## src/rtl/mips_pkg.sv

```systemverilog
// Shared constants for the MIPS write-back / register file slice.
package mips_pkg;

  localparam int DATA_W_DEF = 32;
  localparam int ADDR_W_DEF = 5;

  localparam logic [1:0] WB_SRC_ALU = 2'b00;
  localparam logic [1:0] WB_SRC_MEM = 2'b01;
  localparam logic [1:0] WB_SRC_PC4 = 2'b10;

  localparam logic [4:0] REG_ZERO = 5'd0;
  localparam logic [4:0] REG_RA   = 5'd31;

endpackage

```

## src/rtl/reg_file_wb_if.sv

```systemverilog
// Write-back beat, read ports and status bundle between the pipeline and the register file.
interface reg_file_wb_if
  import mips_pkg::*;
#(
  parameter int DATA_W = DATA_W_DEF,
  parameter int ADDR_W = ADDR_W_DEF
);

  logic              wb_valid_i;
  logic              reg_write_i;
  logic [ADDR_W-1:0] write_register_i;
  logic [1:0]        mem_to_reg_i;
  logic [DATA_W-1:0] alu_result_i;
  logic [DATA_W-1:0] mem_data_i;
  logic [DATA_W-1:0] pc_plus4_i;
  logic [ADDR_W-1:0] read_reg1_i;
  logic [ADDR_W-1:0] read_reg2_i;
  logic [DATA_W-1:0] read_data1_o;
  logic [DATA_W-1:0] read_data2_o;
  logic [DATA_W-1:0] wb_data_o;
  logic              wb_pending_o;
  logic [31:0]       commit_count_o;

  modport master (
    output wb_valid_i, reg_write_i, write_register_i, mem_to_reg_i,
           alu_result_i, mem_data_i, pc_plus4_i, read_reg1_i, read_reg2_i,
    input  read_data1_o, read_data2_o, wb_data_o, wb_pending_o, commit_count_o
  );

  modport slave (
    input  wb_valid_i, reg_write_i, write_register_i, mem_to_reg_i,
           alu_result_i, mem_data_i, pc_plus4_i, read_reg1_i, read_reg2_i,
    output read_data1_o, read_data2_o, wb_data_o, wb_pending_o, commit_count_o
  );

endinterface

```

## src/rtl/reg_file_wb_sel.sv

```systemverilog
// Write-back source mux: ALU result, load data or link address; the reserved code falls back to ALU.
module wb_sel
  import mips_pkg::*;
#(
  parameter int DATA_W = DATA_W_DEF
) (
  input  logic [1:0]        sel_i,
  input  logic [DATA_W-1:0] alu_i,
  input  logic [DATA_W-1:0] mem_i,
  input  logic [DATA_W-1:0] pc4_i,
  output logic [DATA_W-1:0] data_o
);

  // Pick the write-back source for the pending stage.
  always_comb begin
    data_o = alu_i;
    case (sel_i)
      WB_SRC_MEM: data_o = mem_i;
      WB_SRC_PC4: data_o = pc4_i;
      default:    data_o = alu_i;
    endcase
  end

endmodule

```

## src/rtl/reg_file_wb.sv

```systemverilog
// MIPS write-back end: one-deep pending stage in front of a 32x32 register file,
// with two combinational read ports that bypass from the pending stage.
module reg_file_wb
  import mips_pkg::*;
#(
  parameter int DATA_W = DATA_W_DEF,
  parameter int ADDR_W = ADDR_W_DEF,
  parameter int NREGS  = 2 ** ADDR_W
) (
  input  logic         clk,
  input  logic         rst_n,
  reg_file_wb_if.slave bus
);

  logic [DATA_W-1:0] regs_q [NREGS];

  logic              pendValid_q, pendValid_d;
  logic [ADDR_W-1:0] pendAddr_q,  pendAddr_d;
  logic [DATA_W-1:0] pendData_q,  pendData_d;
  logic [31:0]       commitCount_q, commitCount_d;

  logic [DATA_W-1:0] selData;
  logic [DATA_W-1:0] readData1;
  logic [DATA_W-1:0] readData2;

  wb_sel #(.DATA_W(DATA_W)) uSel (
    .sel_i  (bus.mem_to_reg_i),
    .alu_i  (bus.alu_result_i),
    .mem_i  (bus.mem_data_i),
    .pc4_i  (bus.pc_plus4_i),
    .data_o (selData)
  );

  // Next state of the pending stage and commit counter; $zero writes never go live.
  always_comb begin
    pendValid_d   = bus.wb_valid_i & bus.reg_write_i &
                    (bus.write_register_i != ADDR_W'(REG_ZERO));
    pendAddr_d    = pendAddr_q;
    pendData_d    = pendData_q;
    commitCount_d = commitCount_q;
    if (bus.wb_valid_i) begin
      pendAddr_d = bus.write_register_i;
      pendData_d = selData;
    end
    if (pendValid_q) begin
      commitCount_d = commitCount_q + 32'd1;
    end
  end

  // Pending stage and counter registers; reset discards any pending write.
  always_ff @(posedge clk or negedge rst_n) begin
    if (!rst_n) begin
      pendValid_q   <= 1'b0;
      pendAddr_q    <= '0;
      pendData_q    <= '0;
      commitCount_q <= '0;
    end else begin
      pendValid_q   <= pendValid_d;
      pendAddr_q    <= pendAddr_d;
      pendData_q    <= pendData_d;
      commitCount_q <= commitCount_d;
    end
  end

  // Register array: commit the pending write one edge after capture.
  always_ff @(posedge clk or negedge rst_n) begin
    if (!rst_n) begin
      for (int i = 0; i < NREGS; i++) begin
        regs_q[i] <= '0;
      end
    end else if (pendValid_q) begin
      regs_q[pendAddr_q] <= pendData_q;
    end
  end

  // Read ports: $zero reads 0, a live pending write to the same register wins, else the array.
  always_comb begin
    readData1 = regs_q[bus.read_reg1_i];
    readData2 = regs_q[bus.read_reg2_i];
    if (bus.read_reg1_i == ADDR_W'(REG_ZERO)) begin
      readData1 = '0;
    end else if (pendValid_q && (bus.read_reg1_i == pendAddr_q)) begin
      readData1 = pendData_q;
    end
    if (bus.read_reg2_i == ADDR_W'(REG_ZERO)) begin
      readData2 = '0;
    end else if (pendValid_q && (bus.read_reg2_i == pendAddr_q)) begin
      readData2 = pendData_q;
    end
  end

  assign bus.read_data1_o   = readData1;
  assign bus.read_data2_o   = readData2;
  assign bus.wb_data_o      = pendData_q;
  assign bus.wb_pending_o   = pendValid_q;
  assign bus.commit_count_o = commitCount_q;

endmodule
```

## src/flat_wrapper.sv

```systemverilog
// flat-port wrapper written by rule: the top's interface ports become plain ports
module reg_file_wb_flat import mips_pkg::*;
#(
  parameter int DATA_W = DATA_W_DEF,
  parameter int ADDR_W = ADDR_W_DEF,
  parameter int NREGS  = 2 ** ADDR_W
)
  (clk, rst_n, bus_wb_valid_i, bus_reg_write_i, bus_write_register_i, bus_mem_to_reg_i, bus_alu_result_i, bus_mem_data_i, bus_pc_plus4_i, bus_read_reg1_i, bus_read_reg2_i, bus_read_data1_o, bus_read_data2_o, bus_wb_data_o, bus_wb_pending_o, bus_commit_count_o);
  reg_file_wb_if #(.DATA_W(DATA_W), .ADDR_W(ADDR_W)) bus_i ();
  input  logic clk;
  input  logic rst_n;
  input wire logic [$bits(bus_i.wb_valid_i)-1:0] bus_wb_valid_i;
  input wire logic [$bits(bus_i.reg_write_i)-1:0] bus_reg_write_i;
  input wire logic [$bits(bus_i.write_register_i)-1:0] bus_write_register_i;
  input wire logic [$bits(bus_i.mem_to_reg_i)-1:0] bus_mem_to_reg_i;
  input wire logic [$bits(bus_i.alu_result_i)-1:0] bus_alu_result_i;
  input wire logic [$bits(bus_i.mem_data_i)-1:0] bus_mem_data_i;
  input wire logic [$bits(bus_i.pc_plus4_i)-1:0] bus_pc_plus4_i;
  input wire logic [$bits(bus_i.read_reg1_i)-1:0] bus_read_reg1_i;
  input wire logic [$bits(bus_i.read_reg2_i)-1:0] bus_read_reg2_i;
  output wire logic [$bits(bus_i.read_data1_o)-1:0] bus_read_data1_o;
  output wire logic [$bits(bus_i.read_data2_o)-1:0] bus_read_data2_o;
  output wire logic [$bits(bus_i.wb_data_o)-1:0] bus_wb_data_o;
  output wire logic [$bits(bus_i.wb_pending_o)-1:0] bus_wb_pending_o;
  output wire logic [$bits(bus_i.commit_count_o)-1:0] bus_commit_count_o;
  assign bus_i.wb_valid_i = bus_wb_valid_i;
  assign bus_i.reg_write_i = bus_reg_write_i;
  assign bus_i.write_register_i = bus_write_register_i;
  assign bus_i.mem_to_reg_i = bus_mem_to_reg_i;
  assign bus_i.alu_result_i = bus_alu_result_i;
  assign bus_i.mem_data_i = bus_mem_data_i;
  assign bus_i.pc_plus4_i = bus_pc_plus4_i;
  assign bus_i.read_reg1_i = bus_read_reg1_i;
  assign bus_i.read_reg2_i = bus_read_reg2_i;
  assign bus_read_data1_o = bus_i.read_data1_o;
  assign bus_read_data2_o = bus_i.read_data2_o;
  assign bus_wb_data_o = bus_i.wb_data_o;
  assign bus_wb_pending_o = bus_i.wb_pending_o;
  assign bus_commit_count_o = bus_i.commit_count_o;
  reg_file_wb #(.DATA_W(DATA_W), .ADDR_W(ADDR_W), .NREGS(NREGS)) u_core (.clk(clk), .rst_n(rst_n), .bus(bus_i));
endmodule
```

## config.mk

```make
export PLATFORM = sky130hd
export DESIGN_NAME = reg_file_wb_flat
export DESIGN_NICKNAME = d
export VERILOG_FILES = /design/src/rtl/mips_pkg.sv /design/src/rtl/reg_file_wb_if.sv /design/src/rtl/reg_file_wb_sel.sv /design/src/rtl/reg_file_wb.sv /design/src/flat_wrapper.sv
export SDC_FILE = /design/constraint.sdc
export NUM_CORES = 2
export LEC_CHECK = 0
export CAP_MARGIN = 20
export CORE_ASPECT_RATIO = 2
export CORE_MARGIN = 3
export CORE_UTILIZATION = 38
export CTS_BUF_LIST = sky130_fd_sc_hd__clkbuf_4 sky130_fd_sc_hd__clkbuf_8 sky130_fd_sc_hd__clkbuf_16
export DETAILED_ROUTE_END_ITERATION = 10
export MAX_ROUTING_LAYER = met4
export PLACE_DENSITY = 0.54
export SLEW_MARGIN = 20
export SYNTH_ARGS = -nofsm -noshare
export SYNTH_HDL_FRONTEND = slang
export SYNTH_HIERARCHICAL = 1
export SYNTH_SLANG_ARGS = --single-unit
```

## constraint.sdc

```tcl
create_clock -name clk -period 4.1 [get_ports clk]
set_input_delay 0.82 -clock clk [delete_from_list [all_inputs] [get_ports clk]]
set_output_delay 0.82 -clock clk [all_outputs]
set_load 0.1 [all_outputs]
```

==> out/qor.tcl <==
set qor(tightestPinTransition_ns) 1.16
set qor(critical_path_start_type) {primary input}
set qor(vias_per_cell) 6.09
set qor(status) {completed}
set qor(worst_setup_path_end_kind) {primary output}
set qor(global_route.usage.total) 0.269
set qor(cp_data_required_time_ns) 3.28
set qor(routedWlPerCell_um) 33.3
set qor(yosysTopAreaCellShare) 0.465
set qor(clock-sinks) 1094
set qor(max-cap-violations) 0
set qor(final_cell_mix) {dfrtp_1, mux2_2, mux4_2}
set qor(grt_start_max_net_pins) 104
set qor(drt-total-wl_mm) 210
set qor(flow.area_growth_from_synthesis_pct) 18.7
set qor(drt-initial-drc-count) 2711
set qor(post_synthesis_sequential_area_ratio) 0.465
set qor(postSynth.asyncResetShare) 1.00
set qor(crit_buf_inv) 4
set qor(dpl.cell_count) 6119
set qor(yosys_register_bits) 1094
set qor(power_density_over_cell_area_nw_per_um2) 478
set qor(synth_enable_flop_cells) 0
set qor(mappedNetlistNets) 4059
set qor(vias_in_the_first_global_route) 40956
set qor(max_stage_delay_ns) 0.77
set qor(critical_path.startpoint) {bus_read_reg2_i[3]}
set qor(fp.coreArea_um2) 153000
set qor(finalHoldViolations) 0
set qor(clock_insertion_delay_worst_skew_ns) 0.73
set qor(io_pins) 246
set qor(port_buffers) 245
set qor(most_common_cell_after_layout_fill_and_taps_aside) {dfrtp_1}
set qor(initial_core_util) 0.384
set qor(clock_tree_from_tritoncts) {built}
set qor(placementRows) 203
set qor(critical_path_class) {in2out}
set qor(placer_congestion_estimate) 0.823
set qor(global_route.overflow_total) 0
set qor(clock_power_share) 0.315
set qor(critical_path_cell_count) 7
set qor(synth.avg_cell_area_um2) 14.9
set qor(synth_top_area_cell) {dfrtp_1}
set qor(netlist_area_um2) 58900
set qor(final-setup-viol-count) 0
set qor(rr_worst_depth) 5
set qor(most_instantiated_flip_flop_cell_in_the_synthesis_netlist) {dfrtp_1}
set qor(cp.arrival_ns) 3.26
set qor(synth.yosys.warnings) 6
set qor(slew-limit-headroom) 0.229
set qor(finalMaxSlewViolations) 0
set qor(fmax_mhz) 245
set qor(worst_clock_skew_ns) 0.0301
set qor(power_switching_share) 0.312
set qor(design_power_total_mw) 33.4
set qor(die_h_um) 563
set qor(initial_antenna_violation_count) 5
set qor(htreeDepth) 3
set qor(clk_root_buffer_cell) {clkbuf_16}
set qor(worst_r2r_endpoint) {u_core/regs_q[882]$_DFFE_PN0P_}
set qor(route.antenna.remaining_nets) 0
set qor(combinationalPowerShare) 0.260
set qor(post-route-period-util) 0.996
set qor(critical_path.top_delay_family) {buffers and inverters}
set qor(setup_repair_after_global_routing_missed_its_margin) {false}
set qor(fin_cells) 6316
set qor(die_x_um) 284
set qor(drcViolationCount) 0
set qor(sequential_share_of_power) 0.425
set qor(timing.critical_path.to) {bus_read_data2_o[1]}
set qor(synthCells) 3939
set qor(share_of_cells_above_drive_strength_1) 0.527
set qor(dr.pass1.iters) 5
set qor(power.leakage_nw) 31.3
set qor(fillCellCount) 13731
set qor(cts.clk_slew.worst_paths_ns) 0.06
set qor(detailed_place_hpwl_mm) 131
set qor(timing.reg2reg.setup_slack_ns) 0.88
set qor(clock_buffer_count_from_cts) 107
set qor(finalWorstPathRequiredPeriod_ns) 4.08
set qor(worst_ir_drop_vdd_mv) 0.302
set qor(cts-root-to-sink-buffers) 3
set qor(cpMaxStageDelayCell) {clkdlybuf4s50_1}
set qor(cell_internal_pwr_mw) 23.0
set qor(hold_class) {in2async}
set qor(yosysUniqueCellTypes) 63
set qor(first_pass_grt_wire_length_mm) 303
set qor(fp.dieArea_um2) 160000
set qor(finish.net_count) 4300
set qor(yosys-top-cells-area) {dfrtp_1, mux2_2, mux4_2}
set qor(path_cells) {clkdlybuf4s50_1 -> inv_1 -> mux4_2 -> mux2i_1 -> buf_4 -> o21ai_1 -> buf_12}
set qor(holdBufCountCts) 0
set qor(route.vias.total) 38469
set qor(power.switching_mw) 10.4
set qor(crit-reg2reg-launch) {u_core/bus.wb_pending_o$_DFF_PN0_}
set qor(path_max_fanout) 5
## power by group through the flow
stage          Sequential [mW]  Clock, mW  Combinational, mW
2_1_floorplan             14.3          0               5.59
3_3_place_gp              14.2          0               8.64
3_5_place_dp              14.4          0               8.73
4_1_cts                   14.2       10.8               8.76
5_1_grt                   14.4       11.2               9.17
6_report                  14.2       10.5               8.69
## Yosys cell counts (all sizes together), types with 2 or more instances
master,number
a211oi,27
xnor2,29
a22oi,66
o311a,3
mux2,1084
and3,8
a311oi,2
nand3,15
nand2b,8
nor2b,52
xor2,12
a221oi,39
a21boi,4
o22ai,10
and4,2
nand2,106
mux4,502
and2,6
mux2i,172
dfrtp,1094
o2111a,3
clkbuf,215
nor2,43
o21ai,62
inv,9
or2,4
nand3b,10
o221ai,2
nor3b,3
and3b,2
ha,3
nor3,7
o211ai,20
buf,196
nand4,15
a21oi,33
a221o,43
a211o,3
a31oi,8
## state kept, by name (all words and copies together), names as in the netlist
signal	cells
u_core/bus.wb_data_o	32
u_core/regs_q	1024
u_core/bus.commit_count_o	32
u_core/bus.wb_pending_o	1
u_core/pendAddr_q	5
## worst min path at each step
stage,endpoint,start,cells after the start
3_5_place_dp,u_core/bus.commit_count_o[31]$_DFFE_PN0P_,u_core/bus.commit_count_o[31]$_DFFE_PN0P_,1
5_1_grt,u_core/regs_q[124]$_DFFE_PN0P_,rst_n,1
3_3_place_gp,u_core/bus.commit_count_o[31]$_DFFE_PN0P_,u_core/bus.commit_count_o[31]$_DFFE_PN0P_,1
6_report,u_core/regs_q[124]$_DFFE_PN0P_,rst_n,1
2_1_floorplan,u_core/regs_q[416]$_DFFE_PN0P_,u_core/regs_q[416]$_DFFE_PN0P_,1
4_1_cts,u_core/regs_q[124]$_DFFE_PN0P_,rst_n,1
## layer usage
layer  global-route usage  wire length [um]
met4                0.113             10100
met2                0.464            108000
met5                    -                 0
met1                0.325             83600
met3               0.0255              8280
## cells by family (layout without fill, tap and decap cells)
group	Yosys count	count (layout)	synth area share
multiplexers	1758	1758	0.429
XOR/XNOR	41	41	0.00610
AND/OR/NAND/NOR	286	286	0.0244
buffers and inverters	421	747	0.0333
adder cells (fa/ha/maj)	3	3	0.000638
other	0	1	0
flip-flops	1094	1094	0.465
AO/OA/AOI/OAI	336	336	0.0417
## through the flow
| step | cell area [um^2] | TNS [ns] | setup slack (ns) | util | hold slack, ns |
|---|---|---|---|---|---|
| finish | 69900 | 0 | 0.0178 | 0.455 | 0.0890 |
| global route | 69900 | 0 | 0.00637 | 0.455 | 0.104 |
| CTS | 69800 | 0 | 0.00678 | 0.455 | 0.101 |
| detailed placement | 66100 | -0.0911 | -0.0375 | 0.431 | 0.468 |
| global placement | 66100 | -0.120 | -0.0574 | 0.431 | 0.465 |
| floorplan | 59000 | -0.268 | -0.268 | - | 0.491 |
## worst register-to-register path, delay by kind of cell, from the launching register on
family | cells | cell delay, ns
buffers and inverters | 2 | 0.74
AND/OR/NAND/NOR | 2 | 1.68
flip-flops | 1 | 0.36
multiplexers | 1 | 0.34
## repair_timing
item                                    in CTS  in global routing
buffers inserted                             1                  0
endpoints found under the setup margin      28                 12
gates resized for setup                      7                  3
gates cloned                                 0                  1
pin swaps                                    3                  1
## final cells by class
type / count / area [um^2] / area share
inverter: 10 / 37.5 / 0.000537
clock inverter: 38 / 460 / 0.00659
tap: 2050 / 2560 / 0.0367
clock buffer: 156 / 3230 / 0.0462
timing repair buffer: 543 / 6280 / 0.0899
antenna: 1 / 2.50 / 0.0000358
sequential: 1094 / 27400 / 0.392
multi-input combinational: 2424 / 29900 / 0.428
Power figures use the tool's default switching activity.
